$ cat src/rtl/alu_issue_ctrl.sv
// alu_issue_ctrl: valid/ready sequencer that issues one op to a combinational ALU, waits a settle window, captures result and flags
module alu_issue_ctrl #(
    parameter int SETTLE_CYCLES = 4,
    parameter int WIDTH         = 32
) (
    input  logic             clk,
    input  logic             rst_n,
    input  logic             req_valid,
    output logic             req_ready,
    input  logic [3:0]       req_funct,
    input  logic [WIDTH-1:0] req_a,
    input  logic [WIDTH-1:0] req_b,
    output logic [WIDTH-1:0] alu_a,
    output logic [WIDTH-1:0] alu_b,
    output logic [2:0]       alu_op,
    input  logic [WIDTH-1:0] alu_result,
    input  logic             alu_cout,
    input  logic             alu_set,
    output logic             resp_valid,
    input  logic             resp_ready,
    output logic [WIDTH-1:0] resp_result,
    output logic             resp_cout,
    output logic             resp_zero,
    output logic             resp_ovf,
    output logic             resp_err
);
    localparam logic [2:0] OP_AND = 3'b000;
    localparam logic [2:0] OP_OR  = 3'b001;
    localparam logic [2:0] OP_ADD = 3'b010;
    localparam logic [2:0] OP_SUB = 3'b110;
    localparam logic [2:0] OP_SLT = 3'b111;

    typedef enum logic [1:0] {IDLE, ISSUE, RESP} state_t;

    state_t           state_q, state_d;
    logic [3:0]       cnt_q, cnt_d;
    logic [WIDTH-1:0] a_q, a_d, b_q, b_d, res_q, res_d;
    logic [2:0]       op_q, op_d;
    logic             cout_q, cout_d, zero_q, zero_d, ovf_q, ovf_d, err_q, err_d;
    logic             legal;
    logic [2:0]       op_dec;
    logic             a31, b31, r31, ovf_add, ovf_sub, ovf_slt, is_arith;
    logic [WIDTH-1:0] cap_res;

    // Decode the function code into the ALU op and flag unsupported codes
    always_comb begin
        legal  = 1'b1;
        op_dec = OP_AND;
        case (req_funct)
            4'd0:    op_dec = OP_AND;
            4'd1:    op_dec = OP_OR;
            4'd2:    op_dec = OP_ADD;
            4'd6:    op_dec = OP_SUB;
            4'd7:    op_dec = OP_SLT;
            default: legal  = 1'b0;
        endcase
    end

    // Capture-side flags; SLT's result bus carries only the set bit, so its sign comes from alu_set
    always_comb begin
        a31      = a_q[WIDTH-1];
        b31      = b_q[WIDTH-1];
        r31      = alu_result[WIDTH-1];
        ovf_add  = (a31 == b31) & (r31 != a31);
        ovf_sub  = (a31 != b31) & (r31 != a31);
        ovf_slt  = (a31 != b31) & (alu_set != a31);
        is_arith = (op_q == OP_ADD) | (op_q == OP_SUB);
        cap_res  = (op_q == OP_SLT) ? {{(WIDTH-1){1'b0}}, alu_set ^ ovf_slt} : alu_result;
    end

    // Next-state logic: accept in IDLE, count down the settle window in ISSUE, hold in RESP
    always_comb begin
        state_d = state_q;
        cnt_d   = cnt_q;
        a_d     = a_q;
        b_d     = b_q;
        op_d    = op_q;
        res_d   = res_q;
        cout_d  = cout_q;
        zero_d  = zero_q;
        ovf_d   = ovf_q;
        err_d   = err_q;
        case (state_q)
            IDLE: begin
                if (req_valid && legal) begin
                    a_d     = req_a;
                    b_d     = req_b;
                    op_d    = op_dec;
                    cnt_d   = 4'(SETTLE_CYCLES - 1);
                    state_d = ISSUE;
                end else if (req_valid) begin
                    res_d   = '0;
                    zero_d  = 1'b1;
                    cout_d  = 1'b0;
                    ovf_d   = 1'b0;
                    err_d   = 1'b1;
                    state_d = RESP;
                end
            end
            ISSUE: begin
                if (cnt_q == 4'd0) begin
                    res_d   = cap_res;
                    zero_d  = ~|cap_res;
                    cout_d  = is_arith & alu_cout;
                    ovf_d   = is_arith & (op_q[2] ? ovf_sub : ovf_add);
                    err_d   = 1'b0;
                    state_d = RESP;
                end else begin
                    cnt_d = cnt_q - 4'd1;
                end
            end
            RESP:    state_d = resp_ready ? IDLE : RESP;
            default: state_d = IDLE;
        endcase
    end

    // State and datapath registers with asynchronous reset
    always_ff @(posedge clk or negedge rst_n) begin
        if (!rst_n) begin
            state_q <= IDLE;
            cnt_q   <= '0;
            a_q     <= '0;
            b_q     <= '0;
            op_q    <= OP_AND;
            res_q   <= '0;
            cout_q  <= 1'b0;
            zero_q  <= 1'b0;
            ovf_q   <= 1'b0;
            err_q   <= 1'b0;
        end else begin
            state_q <= state_d;
            cnt_q   <= cnt_d;
            a_q     <= a_d;
            b_q     <= b_d;
            op_q    <= op_d;
            res_q   <= res_d;
            cout_q  <= cout_d;
            zero_q  <= zero_d;
            ovf_q   <= ovf_d;
            err_q   <= err_d;
        end
    end

    assign req_ready   = (state_q == IDLE);
    assign resp_valid  = (state_q == RESP);
    assign alu_a       = a_q;
    assign alu_b       = b_q;
    assign alu_op      = op_q;
    assign resp_result = res_q;
    assign resp_cout   = cout_q;
    assign resp_zero   = zero_q;
    assign resp_ovf    = ovf_q;
    assign resp_err    = err_q;
endmodule

$ cat config.mk
export PLATFORM = sky130hd
export DESIGN_NAME = alu_issue_ctrl
export DESIGN_NICKNAME = d
export VERILOG_FILES = /design/src/rtl/alu_issue_ctrl.sv
export SDC_FILE = /design/constraint.sdc
export NUM_CORES = 1
export LEC_CHECK = 0
export BUFFER_PORTS_ARGS = -buffer_cell sky130_fd_sc_hd__buf_2
export CORE_UTILIZATION = 51
export CTS_BUF_LIST = sky130_fd_sc_hd__clkbuf_8
export CTS_CLUSTER_DIAMETER = 30
export DETAILED_ROUTE_END_ITERATION = 7
export PLACE_DENSITY_LB_ADDON = 0.25
export SLEW_MARGIN = 20
export SYNTH_ARGS = -nofsm -noshare
export SYNTH_HDL_FRONTEND = slang
export SYNTH_SLANG_ARGS = --single-unit
$ cat constraint.sdc
create_clock -name clk -period 5.95 [get_ports clk]
set_input_delay 0.8925 -clock clk [delete_from_list [all_inputs] [get_ports clk]]
set_output_delay 0.8925 -clock clk [all_outputs]
set_load 0.02 [all_outputs]
* After elaboration in Yosys (flattened, before gate mapping) *
Cells that the tools add are included.

storage, ports and cells
  register bits = 109
  input bits = 106
  output and inout port bits = 105
  logic and storage cells = 77

cells by class
  $add $sub $neg = 1
  eq/ne operators = 19
  multiplexer cells = 28
  bitwise logic cells = 7
  reductions and logical operators = 12

operators with widths
  operator                                                                  count
  32-bit two-way mux                                                        4
  32-bit one-hot mux with 2 select lines                                    1
  32-bit OR reduction                                                       1
  3-bit one-hot mux with 4 select lines                                     1
  1-bit two-way mux                                                         10
  4-bit by 3-bit == test with 1-bit output (second input constant)          2
  4-bit zero test                                                           2
  2-bit two-way mux                                                         4
  4-bit two-way mux                                                         2
  2-bit inequality test (second input constant)                             4
  1-bit one-hot mux with 2 select lines                                     4
  4-bit one-hot mux with 2 select lines                                     1
  3-bit == test (second input constant)                                     2
  2-bit one-hot mux with 3 select lines                                     1
  1-bit AND                                                                 5
  5-bit OR reduction                                                        1
  4-bit by 1-bit == test with 1-bit output (second input constant)          1
  4-bit by 2-bit == test with 1-bit output (second input constant)          1
  2-bit AND reduction                                                       2
  4-bit AND reduction                                                       1
  4-bit by 1-bit subtractor with 4-bit output (second input constant)       1
  3-bit by 2-bit == test with 1-bit output (second input constant)          1
  1-bit inequality test                                                     3
  3-bit by 2-bit inequality test with 1-bit output (second input constant)  1
  11 further kinds                                                          11

* Logic depth before layout (Yosys ltp) *
Gate-level depths: netlist of the first run.

  word-level depth = 8
  mapped depth = 8
  mapped depth without buffers = 6

* Worst setup path after synthesis of the first run *
Ideal clock, no wire load.

  path kind = input to register
  from = input req_valid
  to = register b_q[13], in the netlist alu_b[13]
  setup time = 125 ps
  arrival = 2239 ps
  data required time = 5825 ps
  path slack = 3586 ps
  stages = 4
  path buffers = 1
  path through = or3b_4 -> nor4_4 -> buf_6 -> mux2_2

between the ends
  cells in the longest elaborated chain, start to end = 2

RTL lines
  item                           line  text
  from (decl)                    8     input logic req_valid,
  1-bit logical AND              85    if (req_valid && legal) begin
  2-bit AND reduction (no line)  n/a
  to (signal assigned)           123   b_q <= '0;
  to (signal assigned)           134   b_q <= b_d;
  to (decl)                      37    logic [WIDTH-1:0] a_q, a_d, b_q, b_d, res_q, res_d;

Every way passes these cells.
A chain may end at the register's enable or synchronous reset.

* Worst setup path in the final report of the first run *
  from = register cnt_q[0]
  to = register res_q[24], in the netlist resp_result[24]

between the ends
  cells in the longest elaborated chain, start to end = 3

RTL lines
  item                             line  text
  from (decl)                      36    logic [3:0] cnt_q, cnt_d;
  from (signal assigned)           132   cnt_q <= cnt_d;
  4-bit zero test                  101   if (cnt_q == 4'd0) begin
  2-bit inequality test (no line)  n/a
  4-bit AND reduction (no line)    n/a
  to (signal assigned)             136   res_q <= res_d;
  to (decl)                        37

Every way passes these cells.

==> metrics.cfg, run 1 <==
[outcome]
status = complete, no violations

[sta]
tns_ns = 0
setup_viol = 0
drv_slew = 0
finalCritPeriodShare = 0.429
max-slew-margin-rel = 0.318
hold_viol = 0
period_needed_ns = 2.55
fin_hold_ws_ns = 0.493
fin_skew_ns = 0.0133
worst_slew_pin_slew_ns = 1.02
fmaxAchievable_mhz = 392
rsz0062_at_grt = false

[job]
maxCapViolCount = 0

[floorplan]
die_width_um = 94.5
coreArea_um2 = 8260
num_rows = 33
initial_core_util = 0.528
die_h_um = 94.5
pin_count = 211
dieArea_um2 = 8920

[setup_path]
end_kind = register
arrival_ns = 2.82
critPathLaunchType = register
worstReg2RegEnd = resp_result[24]$_DFFE_PN0P_
cp-endpoint = resp_result[24]$_DFFE_PN0P_
path_cells = inv_1, ha_1, nor4b_1, and3_1, a22o_1
slowest_stage = and3_1
worst-path-max-fanout = 30
reg2reg_depth = 5
max_stage_delay_ns = 0.96
cp-startpoint = cnt_q[0]$_DFFE_PN0P_
path_class = register to register
required_ns = 6.22
reg2reg_slack_ns = 3.40
r2r-start = cnt_q[0]$_DFFE_PN0P_

[pwr]
combPwrFrac = 0.408
power.internal_mw = 1.88
p_sw_mw = 1.13
cellLeakagePower_nw = 2.94
clock_power_share = 0.181
p_seq_frac = 0.410
netSwitchingFraction = 0.376
ir_drop_mv = 0.275
p_per_area_nw_per_um2 = 530

[placed_design]
hpwlAfterDp_um = 7350
place_congestion = 0.861
dp_cells = 599
dpl_cell_area_um2 = 5440
port_buffers = 210

[yosys]
synth_edf_count = 0
synthArstFlopShare = 1.00
synth_most_common_cell = dfrtp_1
yosysTopAreaCell = dfrtp_1
synth_flop_cell = dfrtp_1
avgSynthCellArea_um2 = 14.7
ys_seq_elements = 109
ys_warn_count = 0
syn_nets = 404
synth_top_area_frac = 0.626
synthDistinctLibCells = 37
syn_area_um2 = 4360
postSynthCellCount = 297
synth-seq-area-share = 0.626
yosys-top-cells-area = dfrtp_1 63%, mux2_2 16%, a22o_1 6.0%, buf_6 2.1%, mux2_1 1.5%
ys_top_cells_by_count = 109 x dfrtp_1, 62 x mux2_2, 30 x a22o_1

[final_layout]
register_area_um2 = 2730
num-fill-cells = 627
num_antenna_cells = 0
multi_input_area_um2 = 1480
layout-drive-gt1-share = 0.577
fin_nets = 612
design_area_um2 = 5690
syn2layout_area_growth_pct = 30.5
fin_cells = 613

[grt]
antenna_found_initial = 0
grt_usage = 0.218
overflow = 0
grt_max_degree = 60
grt_pass1_wl_um = 15100
first_global_vias = 3276

[routing]
ant_nets = 0
drtIter0Drc = 104
viasPerCell = 5.31
drtPass1Iterations = 4
routedWlPerCell_um = 16.0
routed_wl_um = 9810
via_count = 3256
drc_errors = 0

[cts]
htree_levels = 3
cts_tree = done
post_cts_buffers = 0
clockBufferDepth = 2
clock_sinks = 109
worstSkewPairLatency_ns = 0.35
cts-root-buf = clkbuf_8
post_cts_resized = 0
cts-hold-fix-buffers = 0
clk_pin_slew_ns = 0.09
cts_buffers = 9

[min_path]
hp-class = register to register

-- logic make-up (layout without fill, tap and decap cells) --
logic type                 Yosys count  count (layout)  share of synthesized area
AOI/OAI and AO/OA                   49              49                     0.0884
xor gates and xnor gates             3               3                    0.00603
adders and majority gates            1               1                    0.00287
buffers and inverters               23             234                     0.0353
DFF                                109             109                      0.626
muxes                               69              69                      0.178
and+or+nand+nor                     43              43                     0.0637
-- layout by cell type, fill, tap and decap left out, types with 4 or more instances in the layout --
cell / count
nand3_1: 4
nor2b_1: 4
clkbuf_8: 9
buf_2: 209
mux2_1: 6
dfrtp_1: 109
buf_4: 4
inv_1: 7
a22o_1: 30
o21ai_0: 7
nor4_1: 7
nor2_1: 6
mux2_2: 62
bufinv_16: 4
-- critical path, delay by kind of cell (launching register included) --
kind / cells / cell delay (ns)
flip-flops: 1 / 0.38
buffers and inverters: 1 / 0.09
AO/OA/AOI/OAI: 1 / 0.25
AND/OR/NAND/NOR: 2 / 1.57
adder cells (fa/ha/maj): 1 / 0.19
-- stage by stage --
| step | worst slack [ns] | total power, mW | util |
|---|---|---|---|
| 6_report | 3.40 | 3.02 | 0.689 |
| 5_1_grt | 3.22 | 3.19 | 0.689 |
| 4_1_cts | 3.42 | 3.05 | 0.689 |
| 3_5_place_dp | 3.33 | 2.50 | 0.659 |
| 3_3_place_gp | 3.00 | 2.45 | 0.659 |
| 2_1_floorplan | 3.59 | 2.04 | - |
-- state kept, by name (all words and copies together), names as in the netlist --
signal	cells
alu_a	32
alu_b	32
resp_result	32
cnt_q	4
alu_op	3
state_q	2
resp_cout	1
resp_err	1
resp_ovf	1
resp_zero	1
-- layout make-up --
cell class | count | share of cell area
Clock inverter | 5 | 0.0220
Multi-Input combinational cell | 165 | 0.260
Inverter | 7 | 0.00462
Sequential cell | 109 | 0.479
Clock buffer | 9 | 0.0218
Tap cell | 105 | 0.0231
Timing Repair Buffer | 213 | 0.189
-- per-layer routing --
| metal | part of all wire | GRT usage | vias up | wire length [um] |
|---|---|---|---|---|
| li1 | - | - | 1496 | - |
| met1 | 0.41 | 0.274 | 1591 | 4040 |
| met2 | 0.49 | 0.359 | 149 | 4820 |
| met3 | 0.077 | 0.0580 | 20 | 751 |
| met4 | 0.021 | 0.0884 | 0 | 203 |
| met5 | 0 | 0 | - | 0 |
-- worst min path at each step --
stage               slack [ns]             startpoint  cells past startpoint                     to
floorplan                 0.49   cnt_q[1]$_DFFE_PN0P_                      1   cnt_q[1]$_DFFE_PN0P_
global placement          0.46   alu_b[0]$_DFFE_PN0P_                      1   alu_b[0]$_DFFE_PN0P_
detailed placement        0.48  alu_b[14]$_DFFE_PN0P_                      1  alu_b[14]$_DFFE_PN0P_
CTS                       0.50  alu_b[14]$_DFFE_PN0P_                      1  alu_b[14]$_DFFE_PN0P_
global route              0.52  alu_a[30]$_DFFE_PN0P_                      1  alu_a[30]$_DFFE_PN0P_
finish                    0.49  alu_b[14]$_DFFE_PN0P_                      1  alu_b[14]$_DFFE_PN0P_
-- power by group through the flow --
stage / Clock [mW] / Sequential [mW] / Combinational, mW
final: 0.546 / 1.24 / 1.23
after global routing: 0.583 / 1.29 / 1.32
after CTS: 0.560 / 1.24 / 1.25
after detailed placement: 0 / 1.25 / 1.25
after global placement: 0 / 1.24 / 1.21
after floorplan: 0 / 1.61 / 0.428
(Power assumes the default switching activity.)
==> run 2: changes to the inputs <==
--- a/config.mk
+++ b/config.mk
@@ -6,7 +6,7 @@
 export NUM_CORES = 1
 export LEC_CHECK = 0
 export BUFFER_PORTS_ARGS = -buffer_cell sky130_fd_sc_hd__buf_2
-export CORE_UTILIZATION = 51
+export CORE_UTILIZATION = 48
 export CTS_BUF_LIST = sky130_fd_sc_hd__clkbuf_8
 export CTS_CLUSTER_DIAMETER = 30
 export DETAILED_ROUTE_END_ITERATION = 7
==> constraint.sdc (replaced) <==
create_clock -name clk -period 2.6 [get_ports clk]
set_input_delay 0.39 -clock clk [delete_from_list [all_inputs] [get_ports clk]]
set_output_delay 0.39 -clock clk [all_outputs]
set_load 0.02 [all_outputs]
==> metrics.cfg, run 2 (synthesis results as in run 1) <==
[sta]
rsz0062_at_grt = false
setup_viol = 0  ; unchanged
max-slew-margin-rel = 0.518  ; +0.200
hold_viol = 0  ; unchanged
finalCritPeriodShare = 0.826  ; +0.397
period_needed_ns = 2.15  ; -0.406 ns
fmaxAchievable_mhz = 466  ; +19%
worst_slew_pin_slew_ns = 0.723  ; -0.300 ns
tns_ns = 0  ; unchanged
fin_skew_ns = 0.0167  ; +0.00334 ns
drv_slew = 0  ; unchanged
worst_slack_ns = 0.453  ; -2.94 ns

[setup_path]
cp.depth = 7  ; +2
max_stage_delay_ns = 0.52  ; -0.44 ns
path_cells = inv_1, ha_1, nor4b_1, nand2_1, o21a_1, buf_4, mux2_2
worst-path-max-fanout = 35  ; +17%
crit_family = simple AND/OR/NAND/NOR gates
required_ns = 2.83  ; -3.39 ns
slowest_stage = nor4b_1
cp_num_buf_inv = 2  ; +1
arrival_ns = 2.38  ; -0.44 ns
critPathLaunchType = register
path_class = register to register
end_kind = register
reg2reg_depth = 7  ; +2

[routing]
via_count = 3243  ; -0.40%
drtIter0Drc = 108  ; +3.8%
viasPerCell = 5.24  ; -1.4%
drtPass1Iterations = 4  ; unchanged
routed_wl_um = 9790  ; -0.14%
routedWlPerCell_um = 15.8  ; -1.1%
drc_errors = 0  ; unchanged
ant_nets = 0  ; unchanged

[floorplan]
die_width_um = 97.3  ; +3.0%
num_rows = 34  ; +3.0%
dieArea_um2 = 9470  ; +6.1%
coreArea_um2 = 8760  ; +6.1%
die_h_um = 97.3  ; +3.0%
pin_count = 211  ; unchanged
initial_core_util = 0.497  ; -0.0304

[final_layout]
final_common_cell = buf_2
num-fill-cells = 688  ; +9.7%
syn2layout_area_growth_pct = 30.1
fin_cells = 619  ; +0.98%
num_antenna_cells = 0  ; unchanged
fin_nets = 613  ; +0.16%
layout_common_cells = 209 x buf_2, 109 x dfrtp_1, 62 x mux2_2, 30 x a22o_1, 11 x clkbuf_8
layout-drive-gt1-share = 0.577  ; about the same

[pwr]
cellLeakagePower_nw = 2.92  ; -0.59%
ir_drop_mv = 0.635  ; +130%
total_power_mw = 6.63  ; +120%
p_per_area_nw_per_um2 = 1170  ; +120%

[cts]
clockBufferDepth = 2  ; unchanged
clock_sinks = 109  ; unchanged
cts-root-buf = clkbuf_8
cts-hold-fix-buffers = 0  ; unchanged
clk_pin_slew_ns = 0.11  ; +0.02 ns
post_cts_buffers = 0  ; unchanged
htree_levels = 3  ; unchanged
worstSkewPairLatency_ns = 0.35  ; about the same
post_cts_resized = 0  ; unchanged
cts_buffers = 9  ; unchanged
cts_tree = done

[placed_design]
dp_slack_ns = 0.478  ; -2.86 ns
dp_cells = 603  ; +0.67%
place_congestion = 0.797  ; -7.5%
hpwlAfterDp_um = 7220  ; -1.7%
port_buffers = 210  ; unchanged

[grt]
grt_pass1_wl_um = 16200  ; +7.6%
antenna_found_initial = 0  ; unchanged
grt_usage = 0.213  ; -0.00442
overflow = 0  ; unchanged
first_global_vias = 3318  ; +1.3%
grt_max_degree = 72  ; +20%

[min_path]
hp-class = primary input to asynchronous set/reset pin

[outcome]
status = complete, no violations

[job]
maxCapViolCount = 0  ; unchanged

==> run 2: changes by cell type in the layout (fill, tap and decap cells not counted) <==
| cell | previous run | this run |
|---|---|---|
| o21a_1 | 2 | 3 |
| o21a_2 | 1 | 0 |
| clkinv_2 | 1 | 0 |
| bufinv_16 | 4 | 0 |
| clkbuf_8 | 9 | 11 |
| inv_6 | 0 | 1 |
| clkinvlp_4 | 0 | 1 |
| clkinv_4 | 0 | 3 |
| buf_4 | 4 | 3 |
| buf_12 | 0 | 2 |
==> run 2: through the flow <==
step	hold slack [ns]	util	instance area, um2
after global routing	0.124	0.647	5670
after CTS	0.0883	0.647	5670
after global placement	0.466	0.625	5480
after floorplan	0.0944	-	4360
final	0.0654	0.647	5670
after detailed placement	0.478	0.625	5480
==> run 2: area by class of cell <==
class | instances | area [um2] | share of cell area
Tap cell | 108 | 135 | 0.0238
Sequential cell | 109 | 2730 | 0.481
Clock buffer | 11 | 151 | 0.0267
Timing Repair Buffer | 214 | 1110 | 0.196
Clock inverter | 5 | 42.5 | 0.00750
Multi-Input combinational cell | 165 | 1480 | 0.261
Inverter | 7 | 26.3 | 0.00463
==> run 2: power by group <==
group          internal, mW  total [mW]  switching, mW
sequential             2.41        2.83          0.417
combinational          1.18        2.83           1.65
clock                 0.410       0.972          0.562
==> run 2: metal layers <==
| metal | track usage | part of all wire |
|---|---|---|
| met3 | 0.0374 | 0.059 |
| met4 | 0.0803 | 0.022 |
| met1 | 0.278 | 0.41 |
| met5 | 0 | 0 |
| met2 | 0.359 | 0.51 |
==> run 2: path summary, 6_finish.rpt <==
check	start	end	slack, ns
worst max-delay path	cnt_q[0]$_DFFE_PN0P_	resp_result[31]$_DFFE_PN0P_	0.45
worst min-delay path	rst_n	alu_b[13]$_DFFE_PN0P_	0.07
worst max register to register	cnt_q[0]$_DFFE_PN0P_	resp_result[31]$_DFFE_PN0P_	0.45
worst min register to register	alu_b[1]$_DFFE_PN0P_	alu_b[1]$_DFFE_PN0P_	0.50
max in group asynchronous	rst_n	alu_a[18]$_DFFE_PN0P_	1.76
min in group clk	req_b[15]	alu_b[15]$_DFFE_PN0P_	0.25
==> run 3: changes to the inputs <==
==> constraint.sdc (replaced) <==
create_clock -name clk -period 2.2 [get_ports clk]
set_input_delay 0.33 -clock clk [delete_from_list [all_inputs] [get_ports clk]]
set_output_delay 0.33 -clock clk [all_outputs]
set_load 0.02 [all_outputs]
==> metrics.cfg, run 3 (synthesis results as in run 1) <==
[outcome]
status = complete, no violations

[sta]
finalCritPeriodShare = 0.903  ; +0.0772
tns_ns = 0  ; unchanged
worst_slew_pin_slew_ns = 0.464  ; -0.259 ns
rsz0062_at_grt = false
drv_slew = 0  ; unchanged
max-slew-margin-rel = 0.690  ; +0.172
period_needed_ns = 1.99  ; -0.160 ns
fin_skew_ns = 0.00803  ; -0.00863 ns
fin_hold_ws_ns = 0.178  ; +0.112 ns
hold_viol = 0  ; unchanged
fmaxAchievable_mhz = 503  ; +8.1%
setup_viol = 0  ; unchanged

[pwr]
p_per_area_nw_per_um2 = 1370  ; +17%
cellLeakagePower_nw = 2.95  ; +1.1%
ir_drop_mv = 0.870  ; +37%

[floorplan]
die_width_um = 97.3  ; unchanged
num_rows = 34  ; unchanged
coreArea_um2 = 8760  ; unchanged
die_h_um = 97.3  ; unchanged
initial_core_util = 0.497  ; unchanged
dieArea_um2 = 9470  ; unchanged
pin_count = 211  ; unchanged

[setup_path]
worst-path-max-fanout = 71  ; +100%
reg2reg_slack_ns = 0.21  ; -0.24 ns
reg2reg_depth = 4  ; -3
end_kind = register
worstReg2RegEnd = alu_b[18]$_DFFE_PN0P_
required_ns = 2.45  ; -0.38 ns
r2r-start = state_q[1]$_DFFE_PN0P_
arrival_ns = 2.23  ; -0.15 ns
path_class = register to register
critPathLaunchType = register

[cts]
clockBufferDepth = 2  ; unchanged
clk_pin_slew_ns = 0.10  ; about the same
post_cts_resized = 0  ; unchanged
worstSkewPairLatency_ns = 0.36  ; about the same
cts-root-buf = clkbuf_8
clock_sinks = 109  ; unchanged
cts_buffers = 9  ; unchanged
htree_levels = 3  ; unchanged
cts_tree = done

[routing]
routed_wl_um = 9840  ; +0.49%
drtPass1Iterations = 4  ; unchanged
routedWlPerCell_um = 15.7  ; -0.47%
via_count = 3264  ; +0.65%
viasPerCell = 5.22  ; -0.32%
drtIter0Drc = 84  ; -22%
drc_errors = 0  ; unchanged
ant_nets = 0  ; unchanged

[min_path]
hold_start = req_a[30]
min_to = alu_a[30]$_DFFE_PN0P_
hold_depth = 2
hp-class = primary input to register

[grt]
first_global_vias = 3324  ; +0.18%
use_met1 = 0.273  ; -0.00509
grt.met2_usage = 0.359  ; unchanged
grt_usage = 0.214  ; +0.000484
overflow = 0  ; unchanged
grt_pass1_wl_um = 16400  ; +1.1%
busiest_layer = met2
grt_max_degree = 72  ; unchanged
gr-usage-met3 = 0.0612  ; +0.0237
antenna_found_initial = 0  ; unchanged

[final_layout]
num_antenna_cells = 0  ; unchanged
final_util = 0.652  ; +0.00557
final_common_cell = buf_2
fin_nets = 619  ; +0.98%
num-fill-cells = 687  ; -0.15%
layout_common_cells = 209 x buf_2, 109 x dfrtp_1, 62 x mux2_2, 30 x a22o_1, 10 x clkbuf_8
syn2layout_area_growth_pct = 31.2
layout-drive-gt1-share = 0.580  ; +0.00297

[placed_design]
hpwlAfterDp_um = 7330  ; +1.5%
port_buffers = 210  ; unchanged
place_congestion = 0.807  ; +1.3%

[job]
maxCapViolCount = 0  ; unchanged

[run 3: changes by cell type in the layout (fill, tap and decap cells not counted), sizes merged]
cell,delta
buf,+5
clkbuf,-1
clkinvlp,-1
dlygate4sd3,+1
inv,+2
[run 3: critical path: stages (launching register included)]
cell and delay, ns:
dfrtp_1 0.47, or3b_4 0.42, nor4_4 0.20, buf_12 0.36, mux2_2 0.38
[run 3: how the worst max path moves through the flow]
stage	from	to	slack, ns
finish	state_q[1]$_DFFE_PN0P_	alu_b[18]$_DFFE_PN0P_	0.21
global route	cnt_q[0]$_DFFE_PN0P_	resp_result[26]$_DFFE_PN0P_	0.06
CTS	state_q[1]$_DFFE_PN0P_	alu_b[20]$_DFFE_PN0P_	0.22
detailed placement	state_q[1]$_DFFE_PN0P_	alu_a[22]$_DFFE_PN0P_	0.23
global placement	state_q[1]$_DFFE_PN0P_	alu_b[17]$_DFFE_PN0P_	0.30
floorplan	state_q[1]$_DFFE_PN0P_	alu_b[13]$_DFFE_PN0P_	0.29
[run 3: report_power, final]
part / switching, mW / internal, mW / leakage [nW]
combinational: 1.98 / 1.42 / 1.49
sequential: 0.475 / 2.85 / 1.36
clock: 0.670 / 0.454 / 0.0974
[run 3: final cells by class]
| type | count | area, um2 | area share |
|---|---|---|---|
| Clock inverter | 6 | 45.0 | 0.00788 |
| Sequential cell | 109 | 2730 | 0.477 |
| Clock buffer | 10 | 138 | 0.0241 |
| Inverter | 7 | 26.3 | 0.00460 |
| Timing Repair Buffer | 220 | 1170 | 0.204 |
| Multi-Input combinational cell | 165 | 1480 | 0.258 |
| Tap cell | 108 | 135 | 0.0236 |
[run 3: metal layers]
layer	wire, um	up-vias
met5	0	-
met4	162	0
met3	648	12
met2	4970	142
met1	4060	1597
li1	-	1513
[run 3: timing repair]
item	4_1_cts	5_1_grt
setup buffers	0	0
hold endpoints to repair	19	0
hold buffers	1	0
[run 3: metrics by stage]
step | power (mW) | cells | instance area, um2 | worst slack, ns
after floorplan | 5.52 | 297 | 4360 | 0.288
after global placement | 6.68 | 608 | 5530 | 0.296
after detailed placement | 6.80 | 608 | 5530 | 0.233
after CTS | 7.94 | 625 | 5720 | 0.222
after global routing | 8.32 | 625 | 5720 | 0.0639
final | 7.85 | 625 | 5720 | 0.214
